## src/rtl/uart_rx_monitor_pkg.sv

```systemverilog
// uart_rx_monitor_pkg
// Shared types for the UART receive monitor: FSM state encoding, the decoded
// character record stored in the FIFO, the per-frame latched configuration,
// and the helper that turns the 2-bit data-length code into a bit count.
package uart_rx_monitor_pkg;

  typedef enum logic [2:0] {
    IDLE   = 3'd0,
    START  = 3'd1,
    DATA   = 3'd2,
    PARITY = 3'd3,
    STOP   = 3'd4
  } state_e;

  typedef struct packed {
    logic       ferr;
    logic       perr;
    logic [7:0] data;
  } char_t;

  typedef struct packed {
    logic [3:0] nBits;
    logic       parityEn;
    logic       parityOdd;
    logic       stop2;
  } cfg_t;

  // 00=5, 01=6, 10=7, 11=8 data bits
  function automatic logic [3:0] bits_from_cfg(input logic [1:0] sel);
    return 4'd5 + {2'b00, sel};
  endfunction

endpackage

```

## src/rtl/uart_rx_monitor_core.sv

```systemverilog
// uart_rx_monitor_core
// Serial front end of the UART receive monitor: two-flop synchroniser on the
// asynchronous line, falling-edge detect, frame FSM with baud and bit
// counters. Emits one decoded character plus a one-cycle strobe in the cycle
// after the final stop-bit sample; the FSM is already back in IDLE then.
import uart_rx_monitor_pkg::*;

module uart_rx_monitor_core #(
  parameter int DIV_W = 16
) (
  input  logic             clk_i,
  input  logic             rstn_i,
  input  logic             rx_i,
  input  logic             cfg_en_i,
  input  logic [DIV_W-1:0] cfg_div_i,
  input  logic [1:0]       cfg_bits_i,
  input  logic             cfg_parity_en_i,
  input  logic             cfg_parity_odd_i,
  input  logic             cfg_stop2_i,
  output char_t            char_o,
  output logic             char_valid_o,
  output logic             busy_o
);

  logic             sync1_q, sync2_q, rxPrev_q;
  state_e           state_q, state_d;
  logic [DIV_W-1:0] baudCnt_q, baudCnt_d;
  logic [DIV_W-1:0] div_q, div_d;
  logic [3:0]       bitCnt_q, bitCnt_d;
  cfg_t             cfg_q, cfg_d;
  logic [7:0]       data_q, data_d;
  logic             perr_q, perr_d;
  logic             ferr_q, ferr_d;
  char_t            charOut_q, charOut_d;
  logic             charValid_q, charValid_d;

  logic fallEdge;
  logic tick;
  logic sample;

  // A high-to-low transition seen after synchronisation. Because rxPrev_q
  // follows the line in every state, a frame that ends with the line still low
  // cannot retrigger until the line has gone high again.
  assign fallEdge = rxPrev_q & ~sync2_q;
  assign tick     = (baudCnt_q == '0);
  assign sample   = sync2_q;

  // Two-flop synchroniser plus edge-detect history; idle-high after reset
  always_ff @(posedge clk_i or negedge rstn_i) begin
    if (!rstn_i) begin
      sync1_q  <= 1'b1;
      sync2_q  <= 1'b1;
      rxPrev_q <= 1'b1;
    end else begin
      sync1_q  <= rx_i;
      sync2_q  <= sync1_q;
      rxPrev_q <= sync2_q;
    end
  end

  // Frame FSM: half-bit wait to the start-bit centre, then one sample per bit
  always_comb begin
    state_d     = state_q;
    baudCnt_d   = baudCnt_q;
    div_d       = div_q;
    bitCnt_d    = bitCnt_q;
    cfg_d       = cfg_q;
    data_d      = data_q;
    perr_d      = perr_q;
    ferr_d      = ferr_q;
    charOut_d   = charOut_q;
    charValid_d = 1'b0;

    if (!cfg_en_i) begin
      state_d = IDLE;
    end else begin
      unique case (state_q)
        IDLE: begin
          if (fallEdge) begin
            state_d         = START;
            cfg_d.nBits     = bits_from_cfg(cfg_bits_i);
            cfg_d.parityEn  = cfg_parity_en_i;
            cfg_d.parityOdd = cfg_parity_odd_i;
            cfg_d.stop2     = cfg_stop2_i;
            div_d           = cfg_div_i;
            baudCnt_d       = (cfg_div_i >> 1) - DIV_W'(1);
            bitCnt_d        = 4'd0;
            data_d          = 8'h00;
            perr_d          = 1'b0;
            ferr_d          = 1'b0;
          end
        end
        START: begin
          if (tick) begin
            baudCnt_d = div_q - DIV_W'(1);
            if (sample) state_d = IDLE;
            else        state_d = DATA;
          end else begin
            baudCnt_d = baudCnt_q - DIV_W'(1);
          end
        end
        DATA: begin
          if (tick) begin
            baudCnt_d                = div_q - DIV_W'(1);
            data_d[bitCnt_q[2:0]]    = sample;
            if (bitCnt_q == cfg_q.nBits - 4'd1) begin
              bitCnt_d = 4'd0;
              state_d  = cfg_q.parityEn ? PARITY : STOP;
            end else begin
              bitCnt_d = bitCnt_q + 4'd1;
            end
          end else begin
            baudCnt_d = baudCnt_q - DIV_W'(1);
          end
        end
        PARITY: begin
          if (tick) begin
            baudCnt_d = div_q - DIV_W'(1);
            perr_d    = ((^data_q) ^ sample) != cfg_q.parityOdd;
            state_d   = STOP;
          end else begin
            baudCnt_d = baudCnt_q - DIV_W'(1);
          end
        end
        STOP: begin
          if (tick) begin
            baudCnt_d = div_q - DIV_W'(1);
            ferr_d    = ferr_q | ~sample;
            if (!cfg_q.stop2 || bitCnt_q == 4'd1) begin
              state_d        = IDLE;
              charValid_d    = 1'b1;
              charOut_d.ferr = ferr_q | ~sample;
              charOut_d.perr = perr_q;
              charOut_d.data = data_q;
            end else begin
              bitCnt_d = 4'd1;
            end
          end else begin
            baudCnt_d = baudCnt_q - DIV_W'(1);
          end
        end
        default: state_d = IDLE;
      endcase
    end
  end

  // Frame state registers; reset discards any frame in flight
  always_ff @(posedge clk_i or negedge rstn_i) begin
    if (!rstn_i) begin
      state_q     <= IDLE;
      baudCnt_q   <= '0;
      div_q       <= '0;
      bitCnt_q    <= 4'd0;
      cfg_q       <= '0;
      data_q      <= 8'h00;
      perr_q      <= 1'b0;
      ferr_q      <= 1'b0;
      charOut_q   <= '0;
      charValid_q <= 1'b0;
    end else begin
      state_q     <= state_d;
      baudCnt_q   <= baudCnt_d;
      div_q       <= div_d;
      bitCnt_q    <= bitCnt_d;
      cfg_q       <= cfg_d;
      data_q      <= data_d;
      perr_q      <= perr_d;
      ferr_q      <= ferr_d;
      charOut_q   <= charOut_d;
      charValid_q <= charValid_d;
    end
  end

  assign char_o       = charOut_q;
  assign char_valid_o = charValid_q;
  assign busy_o       = (state_q != IDLE);

endmodule

```

## src/rtl/uart_rx_monitor.sv

```systemverilog
// uart_rx_monitor
// UART receive monitor top: decodes the serial line via uart_rx_monitor_core,
// buffers characters with error flags in a first-word-fall-through FIFO,
// and keeps saturating frame / error counters plus a sticky overflow flag.
// Optional feature macro: UART_RX_MONITOR_PRINT_EN echoes each received
// character to the simulation log (simulation only, absent by default).
import uart_rx_monitor_pkg::*;

module uart_rx_monitor #(
  parameter int DIV_W      = 16,
  parameter int FIFO_DEPTH = 16,
  parameter int CNT_W      = 16
) (
  input  logic                          clk_i,
  input  logic                          rstn_i,
  input  logic                          rx_i,
  input  logic                          cfg_en_i,
  input  logic [DIV_W-1:0]              cfg_div_i,
  input  logic [1:0]                    cfg_bits_i,
  input  logic                          cfg_parity_en_i,
  input  logic                          cfg_parity_odd_i,
  input  logic                          cfg_stop2_i,
  input  logic                          clr_i,
  output logic                          valid_o,
  input  logic                          ready_i,
  output logic [7:0]                    data_o,
  output logic                          perr_o,
  output logic                          ferr_o,
  output logic                          busy_o,
  output logic [$clog2(FIFO_DEPTH):0]   level_o,
  output logic                          overflow_o,
  output logic [CNT_W-1:0]              frame_cnt_o,
  output logic [CNT_W-1:0]              err_cnt_o
);

  localparam int AW = $clog2(FIFO_DEPTH);

  char_t          charIn;
  logic           charValid;
  char_t          mem_q [FIFO_DEPTH];
  logic [AW-1:0]  wrPtr_q, rdPtr_q;
  logic [AW:0]    count_q;
  logic           overflow_q;
  logic [CNT_W-1:0] frameCnt_q, errCnt_q;
  logic           full, pop, doWrite;
  char_t          head;

  uart_rx_monitor_core #(
    .DIV_W(DIV_W)
  ) u_core (
    .clk_i            (clk_i),
    .rstn_i           (rstn_i),
    .rx_i             (rx_i),
    .cfg_en_i         (cfg_en_i),
    .cfg_div_i        (cfg_div_i),
    .cfg_bits_i       (cfg_bits_i),
    .cfg_parity_en_i  (cfg_parity_en_i),
    .cfg_parity_odd_i (cfg_parity_odd_i),
    .cfg_stop2_i      (cfg_stop2_i),
    .char_o           (charIn),
    .char_valid_o     (charValid),
    .busy_o           (busy_o)
  );

  // A push into a full FIFO only lands when a pop frees the head slot that cycle
  assign full    = (count_q == (AW+1)'(FIFO_DEPTH));
  assign pop     = valid_o & ready_i;
  assign doWrite = charValid & (~full | pop);
  assign head    = mem_q[rdPtr_q];

  // Character storage; contents need no reset because count_q qualifies them
  always_ff @(posedge clk_i) begin
    if (doWrite) mem_q[wrPtr_q] <= charIn;
  end

  // FIFO pointers and occupancy; pointers wrap naturally at the power-of-two depth
  always_ff @(posedge clk_i or negedge rstn_i) begin
    if (!rstn_i) begin
      wrPtr_q <= '0;
      rdPtr_q <= '0;
      count_q <= '0;
    end else begin
      if (doWrite) wrPtr_q <= wrPtr_q + AW'(1);
      if (pop)     rdPtr_q <= rdPtr_q + AW'(1);
      unique case ({doWrite, pop})
        2'b10:   count_q <= count_q + (AW+1)'(1);
        2'b01:   count_q <= count_q - (AW+1)'(1);
        default: count_q <= count_q;
      endcase
    end
  end

  // Sticky drop flag and saturating counters; clear has priority over increments
  always_ff @(posedge clk_i or negedge rstn_i) begin
    if (!rstn_i) begin
      overflow_q <= 1'b0;
      frameCnt_q <= '0;
      errCnt_q   <= '0;
    end else if (clr_i) begin
      overflow_q <= 1'b0;
      frameCnt_q <= '0;
      errCnt_q   <= '0;
    end else if (charValid) begin
      if (full && !pop)       overflow_q <= 1'b1;
      if (frameCnt_q != '1)   frameCnt_q <= frameCnt_q + CNT_W'(1);
      if ((charIn.ferr || charIn.perr) && errCnt_q != '1)
        errCnt_q <= errCnt_q + CNT_W'(1);
    end
  end

  assign valid_o     = (count_q != '0);
  assign data_o      = valid_o ? head.data : 8'h00;
  assign perr_o      = valid_o & head.perr;
  assign ferr_o      = valid_o & head.ferr;
  assign level_o     = count_q;
  assign overflow_o  = overflow_q;
  assign frame_cnt_o = frameCnt_q;
  assign err_cnt_o   = errCnt_q;

`ifdef UART_RX_MONITOR_PRINT_EN
  // Echo every decoded character into the simulation log as it is pushed
  always @(posedge clk_i) begin
    if (rstn_i && charValid) begin
      if (!charIn.ferr && !charIn.perr) $write("%c", charIn.data);
      else $display("uart_rx_monitor: parity/framing error 0x%02h", charIn.data);
    end
  end
`endif

endmodule
```

## config.mk

```make
export PLATFORM = sky130hd
export DESIGN_NAME = uart_rx_monitor
export DESIGN_NICKNAME = d
export VERILOG_FILES = /design/src/rtl/uart_rx_monitor_pkg.sv /design/src/rtl/uart_rx_monitor_core.sv /design/src/rtl/uart_rx_monitor.sv
export SDC_FILE = /design/constraint.sdc
export NUM_CORES = 1
export LEC_CHECK = 0
export BUFFER_PORTS_ARGS = -buffer_cell sky130_fd_sc_hd__buf_2
export CELL_PAD_IN_SITES_DETAIL_PLACEMENT = 2
export CELL_PAD_IN_SITES_GLOBAL_PLACEMENT = 2
export CORE_MARGIN = 8
export CORE_UTILIZATION = 35
export DETAILED_ROUTE_END_ITERATION = 10
export GPL_ROUTABILITY_DRIVEN = 0
export PLACE_DENSITY_LB_ADDON = 0.1
export SLEW_MARGIN = 20
export SYNTH_ARGS = -nofsm -noshare
export SYNTH_HDL_FRONTEND = slang
export SYNTH_SLANG_ARGS = --single-unit
```

## constraint.sdc

```tcl
create_clock -name clk_i -period 3.1 [get_ports clk_i]
set_input_delay 0.31 -clock clk_i [delete_from_list [all_inputs] [get_ports clk_i]]
set_output_delay 0.31 -clock clk_i [all_outputs]
set_load 0.005 [all_outputs]
```

; ---- After elaboration in Yosys (flattened, before gate mapping)
; Memory sizes are Yosys's and may differ from the RTL's.
; Index checks and enable logic that the tools add are counted.
[totals]
output_inout_bits = 50
elab_cells = 155
ram_bits = 160
inputBits = 27
register_bits = 116
mem_count = 1
[mem_list]
columns = name, words, width, read_ports, rd_clocked_by_memory_dff, wr, line
row1 = mem_q, 16, 10, 1, 0, 1, uart_rx_monitor.sv:40  ; char_t mem_q [FIFO_DEPTH];
[classes]
n_lt_le_gt_ge = 2
bitwise_logic = 10
mux = 48
reduce_logical = 34
add_sub_neg = 12
eq_ne = 24
[op_table]
columns = operator, n
row1 = $mux 16, 8
row2 = $add 16x1->16 const B, 2
row3 = $ne 16x16->1 const B, 2
row4 = $pmux 16 s2, 1
row5 = $sub 16x1->16 const B, 2
row6 = $mux 3, 9
row7 = $mux 8, 3
row8 = $ne 3x2->1 const B, 7
row9 = $mux 4, 5
row10 = $reduce_bool 2->1, 9
row11 = $logic_not 16->1, 1
row12 = $pmux 8 s2, 1
row13 = $reduce_and 4->1, 4
row14 = $sub 15x1->16 const B, 1
row15 = $pmux 3 s5, 1
row16 = $mux 1, 13
row17 = $add 4x1->4 const B, 3
row18 = $pmux 4 s3, 1
row19 = $pmux 5 s2, 1
row20 = $bwmux 8, 1
row21 = $ne 2x1->1 const B, 4
row22 = $reduce_xor 8->1, 1
row23 = $reduce_and 7->1, 1
row24 = $eq 3x2->1 const B, 2
row25 = other kinds (32), 47

; ---- Longest topological paths before layout
; Gate-level depths: netlist of the first run.
[depth]
ltp_word = 7
ltp_mapped = 14
mapped_depth_nobuf = 13

; ---- Hierarchy
; Synthesis of the first run repeated with hierarchy kept, for this count alone.
[hier_totals]
hier_cells = 975
area_unflattened_um2 = 12679.7
[modules_own_cells]
columns = module, seq_area_each_um2, area_per_inst_um2, cells_each, n_inst
row1 = uart_rx_monitor, 5955.7, 8785.9, 540, 1
row2 = uart_rx_monitor_core, 1755.4, 3893.7, 435, 1

; ---- Least setup slack after synthesis of the first run
; Ideal clock, no wire load.
[synth_path]
path_kind = reg-to-reg
start = reg u_core.state_q[2]
end = reg u_core.baudCnt_q[14]
path_stages_with_launch = 15
period_less_slack_ns = 3.082
required_ns = 2.975
arrival_time_ns = 2.957
path_slack_ns = 0.018
cell_sequence = dfrtp_1 > nor3_4 > inv_1 > nand2_1 > buf_2 > clkbuf_1 > clkbuf_1 > nor2_1 > a21oi_1 > ha_1 > o311ai_0 > a21oi_1 > nand4_1 > xnor2_1 > mux2_2
[synth_via]
elab_chain_cells = 4
[synth_rtl]
columns = element, line
row1 = start: declaration, uart_rx_monitor_core.sv:26  ; state_e state_q, state_d;
row2 = start signal: assignment, uart_rx_monitor_core.sv:161  ; state_q <= state_d;
row3 = "$eq 3x1->1, or another cell as far along", uart_rx_monitor_core.sv:77  ; unique case (state_q)
row4 = $reduce_or 4->1 (no line), n/a
row5 = $reduce_bool 2->1 (no line), n/a
row6 = $reduce_and 3->1 (no line), n/a
row7 = end signal: assignment, uart_rx_monitor_core.sv:162  ; baudCnt_q <= baudCnt_d;
row8 = end: declaration, uart_rx_monitor_core.sv:27  ; logic [DIV_W-1:0] baudCnt_q, baudCnt_d;
; Parallel ways exist; a longest one is shown, timed or not.
; A chain may end at the register's enable or synchronous reset.

; ---- Worst setup path in the final report of the first run
[layout_path]
start = reg rdPtr_q[0]
end = out ferr_o
[layout_via]
elab_chain_cells = 2
[layout_rtl]
columns = element, line
row1 = start: declaration, uart_rx_monitor.sv:41  ; logic [AW-1:0] wrPtr_q, rdPtr_q;
row2 = start signal: assignment, uart_rx_monitor.sv:84  ; if (pop) rdPtr_q <= rdPtr_q + AW'(1);
row3 = $mem_v2 16x10, n/a
row4 = $and 1x1->1, uart_rx_monitor.sv:114  ; assign ferr_o = valid_o & head.ferr;
row5 = end: declaration, uart_rx_monitor.sv:28  ; output logic ferr_o,
; No other way between the ends.

==> results of run 1 <==
==> stage by stage <==
| stage | setup WS, ns | util (%) | area, um2 |
|---|---|---|---|
| after global placement | 0.354 | 38.5 | 13700 |
| after detailed placement | 0.261 | 38.5 | 13700 |
| final | 0.168 | 42.0 | 14900 |
| after CTS | 0.00787 | 41.8 | 14900 |
| after floorplan | 0.0179 | - | 12700 |
| after global routing | 0.0789 | 42.0 | 14900 |
==> how the worst min path moves through the flow <==
stage / slack [ns] / end / depth (start not counted) / from
global placement: 0.31 / frame_cnt_o[11] / 1 / rstn_i
detailed placement: 0.30 / frame_cnt_o[8] / 1 / rstn_i
finish: 0.04 / u_core.div_q[2] / 2 / cfg_div_i[2]
floorplan: 0.01 / err_cnt_o[0] / 0 / rstn_i
global route: 0.02 / u_core.div_q[2] / 2 / cfg_div_i[2]
CTS: 0.0007 / u_core.div_q[2] / 2 / cfg_div_i[2]
==> report_power, final <==
part	leakage [nW]	switching, mW	total, mW	internal [mW]
registers	2.96	0.308	4.37	4.06
clock network	0.508	1.54	3.74	2.20
logic	2.24	1.02	2.19	1.17
==> final cells by class <==
class / count / area (um2) / share of cell area, %
Timing Repair Buffer: 121 / 842 / 5.64
Clock buffer: 36 / 805 / 5.39
Inverter: 19 / 71.3 / 0.478
Clock inverter: 22 / 226 / 1.52
Sequential cell: 276 / 7710 / 51.7
Multi-Input combinational cell: 600 / 4690 / 31.4
Tap cell: 461 / 577 / 3.86
==> layout by cell type, fill, tap and decap left out, types with 30 or more instances in the layout <==
master     instances
xnor2_1           31
mux4_2            50
buf_2             75
xor2_1            30
clkbuf_16         32
and2_1            30
nand2_1           83
dfrtp_1          111
o21ai_0           49
nor2_1            75
edfxtp_1         160
==> layer usage <==
metal	part of all wire, %	vias up
li1	-	3739
met1	46	4142
met2	50	93
met3	2.8	46
met4	2.1	0
met5	0	-
==> sequential cells by signal (all words and copies together) (netlist names), 7 cells and up <==
name / flops
u_core.baudCnt_q: 16
u_core.data_q: 8
u_core.div_q: 16
u_core.cfg_q: 7
err_cnt_o: 16
mem_q: 160
u_core.char_o: 10
frame_cnt_o: 16
==> what timing repair did <==
item                                    4_1_cts  5_1_grt
endpoints found under the setup margin       10        6
cloned                                        1        1
hold buffers                                 12        0
pin swaps                                     0        0
endpoints found under the hold margin        42        0
resized for setup                             0        3
buffers inserted                              1        1
==> kinds of logic (layout without fill, tap and decap cells) <==
kind of cell / count (synthesis) / in the layout / share of synthesized area (%)
DFF: 276 / 276 / 60.9
adders and majority gates: 16 / 16 / 1.64
buffers and inverters: 64 / 198 / 2.00
AOI/OAI and AO/OA: 127 / 127 / 6.37
xor gates and xnor gates: 61 / 61 / 4.22
and+or+nand+nor: 314 / 314 / 13.1
muxes: 82 / 82 / 11.7
==> reports/metrics.cfg, run 1 <==
[clock_network]
htreeDepth = 1
clockRootBuffer = clkbuf_16
cts_sinks = 276
clock_path_buffers = 3
cts_buffers = 31
cts.clk_slew.worst_paths_ns = 0.06
cts_tree = built
insertion_delay_ns = 0.58

[worst_setup_path]
cp_slowest_cell = mux4_2
end_kind = output port
cp_max_fo = 7
crit_family = multiplexers
start_kind = flop
reg2regPathDepth = 7
path_cells = buf_12, clkbuf_16, mux4_2, mux4_2, and2_1, buf_2
cpPeakStageDelay_ns = 0.55
reg2reg_slack_ns = 0.33
cp_num_buf_inv = 3
rr_startpoint = u_core.baudCnt_q[6]
critPathKind = reg -> out
startpoint = rdPtr_q[0]
cp.depth = 6
crit_top_cell = mux4_2
cp_data_required_time_ns = 2.79
critical_path_arrival_ns = 2.62
crit_end = ferr_o
r2r-end = u_core.data_q[1]

[logic_synthesis]
synthDistinctLibCells = 71
synth_top_area_share_pct = 38.0
syn_inst = 940
ys.flop_type = edfxtp_1
synth_edf_count = 160
ys_ff_latch = 276
yosys_warnings = 0
netlist_top_cells_count = 160 x edfxtp_1, 113 x dfrtp_1, 83 x nand2_1, 75 x nor2_1, 50 x mux4_2
synthArstFlopShare_pct = 42.0
syn-num-nets = 983
yosys.area.top_type = edfxtp_1
synth_seq_area_share_pct = 60.9
synthMostInstantiatedCell = edfxtp_1
avgSynthCellArea_um2 = 13.5
synth.cell_area_um2 = 12700
synthTopCellsByArea = edfxtp_1 38%, dfrtp_1 22%, mux4_2 8.9%

[grt]
busiest_layer = met2
grt_util_met1_pct = 21.0
grt_pass1_wl_um = 53000
grt_pass1_vias = 8999
grt_start_max_net_pins = 55
grt.overflow.total = 0
grt_antenna_before_repair = 0
grtUsageMet2_pct = 27.2
grtUsageMet3_pct = 2.18
grt_use_total_pct = 15.8

[timing]
finalHoldWorstSlack_ns = 0.0351
setup_viol = 0
slew_violations = 0
clock.fmax_mhz = 341
finalCriticalPeriod_ns = 2.93
skew_ns = 0.0160
rsz0062_at_grt = no
tightest_slew_ns = 0.749
relSlewSlack_pct = 50.0
finalCritPeriodShare_pct = 94.6
hold_viol = 0
tns_ns = 0

[drt]
postRouteAntennaNets = 0
drtIter0Drc = 253
dr.pass1.iters = 4
avgViaCountPerCell = 5.22
drc = 0
vias = 8020
wl_um = 33200
routedWlPerCell_um = 21.6

[floorplanning]
die_x_um = 206
die_area_um2 = 42500
rows = 69
ioPinCount = 77
coreArea_um2 = 35600
die_y_um = 206
start_util_pct = 35.6

[cells_and_area]
area_growth_syn_to_layout_pct = 18.0
final_cells = 1535
fin_nets = 1092
antenna_cells = 0
fillers = 3576
drive_gt1_share_pct = 23.4

[power]
peakVddDrop_uv = 841
total_power_mw = 10.3
p_leak_nw = 5.71
p_per_area_nw_per_um2 = 690

[outcome]
status = finished, final reports clean

[placed_design]
post-place-cells = 1461
portBuffers = 76
dp_hpwl_um = 22900

[worst_hold_path]
hp-class = in -> reg

[flow_run]
cap_violations = 0

No activity file was read; power rests on OpenSTA's default activity.
==> inputs of run 2 (changes only) <==
Settings changed: PLACE_DENSITY set to 0.72, PLACE_DENSITY_LB_ADDON 0.1 to unset.
==> run 2 against run 1 <==
Effect of this change: hold slack better by 0.0061 ns; first-iteration DRC count is 12% higher; setup slack worse by 0.040 ns; highest routed layer unchanged.
==> reports/metrics.cfg, run 2 (synthesis gave the netlist of run 1 again) <==
[worst_setup_path]
critical_path_arrival_ns = 2.66  ; +0.04 ns
end_kind = output port
reg2regPathDepth = 13  ; +6
critPathKind = reg -> out
start_kind = flop
reg2reg_slack_ns = 0.30  ; -0.03 ns
startpoint = rdPtr_q[0]
rr_startpoint = level_o[1]
r2r-end = level_o[4]
cp_max_fo = 22  ; +15
cp_data_required_time_ns = 2.79  ; about the same
crit_end = data_o[0]

[clock_network]
cts.clk_slew.worst_paths_ns = 0.06  ; about the same
post-cts-setup-buffers = 0  ; -1
htreeDepth = 1  ; unchanged
clock_path_buffers = 3  ; unchanged
insertion_delay_ns = 0.59  ; about the same
clockRootBuffer = clkbuf_16
cts_sinks = 276  ; unchanged
cts_tree = built
cts_buffers = 31  ; unchanged

[drt]
routedWlPerCell_um = 22.2  ; +3.0%
wl_um = 34100  ; +2.7%
drc = 0  ; unchanged
avgViaCountPerCell = 5.31  ; +1.6%
dr.pass1.iters = 4  ; unchanged
postRouteAntennaNets = 0  ; unchanged
drtIter0Drc = 283  ; +12%
vias = 8129  ; +1.4%

[power]
p_per_area_nw_per_um2 = 681  ; -1.2%
total_power_mw = 10.1  ; -1.7%
peakVddDrop_uv = 909  ; +8.1%
p_leak_nw = 5.67  ; -0.66%

[cells_and_area]
top_register = mem_q
stdcell_area_um2 = 14800  ; -0.55%
fin_nets = 1089  ; -0.27%
antenna_cells = 0  ; unchanged
drive_gt1_share_pct = 23.3  ; -0.028 points
fillers = 3570  ; -0.17%
area_growth_syn_to_layout_pct = 17.3
layout_common_cells = 160 x edfxtp_1, 112 x dfrtp_1, 83 x nand2_1, 75 x nor2_1, 75 x buf_2
largest_register_ffs = 160  ; unchanged
layout_commonest_cell = edfxtp_1

[floorplanning]
coreArea_um2 = 35600  ; unchanged
rows = 69  ; unchanged
die_area_um2 = 42500  ; unchanged
ioPinCount = 77  ; unchanged
die_y_um = 206  ; unchanged
die_x_um = 206  ; unchanged
start_util_pct = 35.6  ; unchanged

[grt]
grt.overflow.total = 0  ; unchanged
grt_pass1_vias = 9163  ; +1.8%
grt_pass1_wl_um = 54000  ; +1.8%
grt_start_max_net_pins = 53  ; -3.6%
grt_use_total_pct = 16.1  ; +0.26 points
grt_antenna_before_repair = 0  ; unchanged

[timing]
finalCritPeriodShare_pct = 95.9  ; +1.3 points
relSlewSlack_pct = 50.2  ; +0.18 points
rsz0062_at_grt = no
clock.fmax_mhz = 336  ; -1.3%
finalCriticalPeriod_ns = 2.97  ; +0.0397 ns
skew_ns = 0.0311  ; +0.0151 ns
hold_viol = 0  ; unchanged
slew_violations = 0  ; unchanged
tightest_slew_ns = 0.747  ; -0.00267 ns
setup_viol = 0  ; unchanged
tns_ns = 0  ; unchanged

[placed_design]
portBuffers = 76  ; unchanged
placed_area_um2 = 13700  ; about the same
dp_hpwl_um = 23600  ; +2.7%

[flow_run]
cap_violations = 0  ; unchanged

[worst_hold_path]
hp-class = in -> reg
hp-start = cfg_div_i[6]

[outcome]
status = finished, final reports clean

## run 2: cell count changes in the layout (fill, tap and decap cells not counted), sizes merged
| cell | change |
|---|---|
| clkbuf | -2 |
| buf | -3 |
| inv | -2 |
| clkinv | +3 |
| bufinv | -1 |
| clkinvlp | +2 |
## run 2: layer usage
metal  share of wire, %  vias up  GRT usage [%]
met5                  0        -              0
met4                1.7        0           3.68
met3                3.0       35           2.15
met2                 52      120           28.8
met1                 43     4265           20.4
li1                   -     3709              -
## run 2: repair_timing
item / CTS / global route
resized for setup: 0 / 2
setup endpoints to repair: 0 / 9
hold buffers: 12 / 0
hold endpoints to repair: 56 / 0
## run 2: worst max-delay path, stage by stage, from the launching register on
cell and delay (ns):
dfrtp_2 0.44, buf_16 0.23, mux4_2 0.58, mux4_2 0.51, and2_1 0.18, buf_2 0.12
## run 2: how the worst min path moves through the flow
stage / to / slack (ns) / cells past startpoint
floorplan: err_cnt_o[0] / 0.01 / 0
global placement: u_core.sample / 0.35 / 0
detailed placement: u_core.sample / 0.35 / 0
CTS: u_core.div_q[6] / 0.001 / 2
global route: u_core.div_q[1] / 0.03 / 2
finish: u_core.div_q[6] / 0.04 / 2
## run 2: layout make-up
class                           instances  area [um2]  area share (%)
Tap cell                              461         577            3.89
Multi-Input combinational cell        600        4690            31.6
Timing Repair Buffer                  118         791            5.33
Sequential cell                       276        7710            52.0
Clock inverter                         24         211            1.42
Inverter                               19        71.3           0.480
Clock buffer                           34         787            5.30
## run 2: per-stage QoR
stage | instances | hold WS, ns | util, % | setup slack, ns
6_report | 1532 | 0.0412 | 41.7 | 0.128
3_5_place_dp | 1461 | 0.354 | 38.5 | 0.259
2_1_floorplan | 940 | 0.0144 | - | 0.0179
4_1_cts | 1531 | 0.00126 | 41.6 | 0.00241
3_3_place_gp | 1461 | 0.348 | 38.5 | 0.403
5_1_grt | 1532 | 0.0344 | 41.7 | 0.00745
## run 2: where the power goes
part | leakage (nW) | internal, mW | switching (mW)
clock network | 0.493 | 2.08 | 1.54
logic | 2.22 | 1.11 | 1.00
registers | 2.96 | 4.06 | 0.319
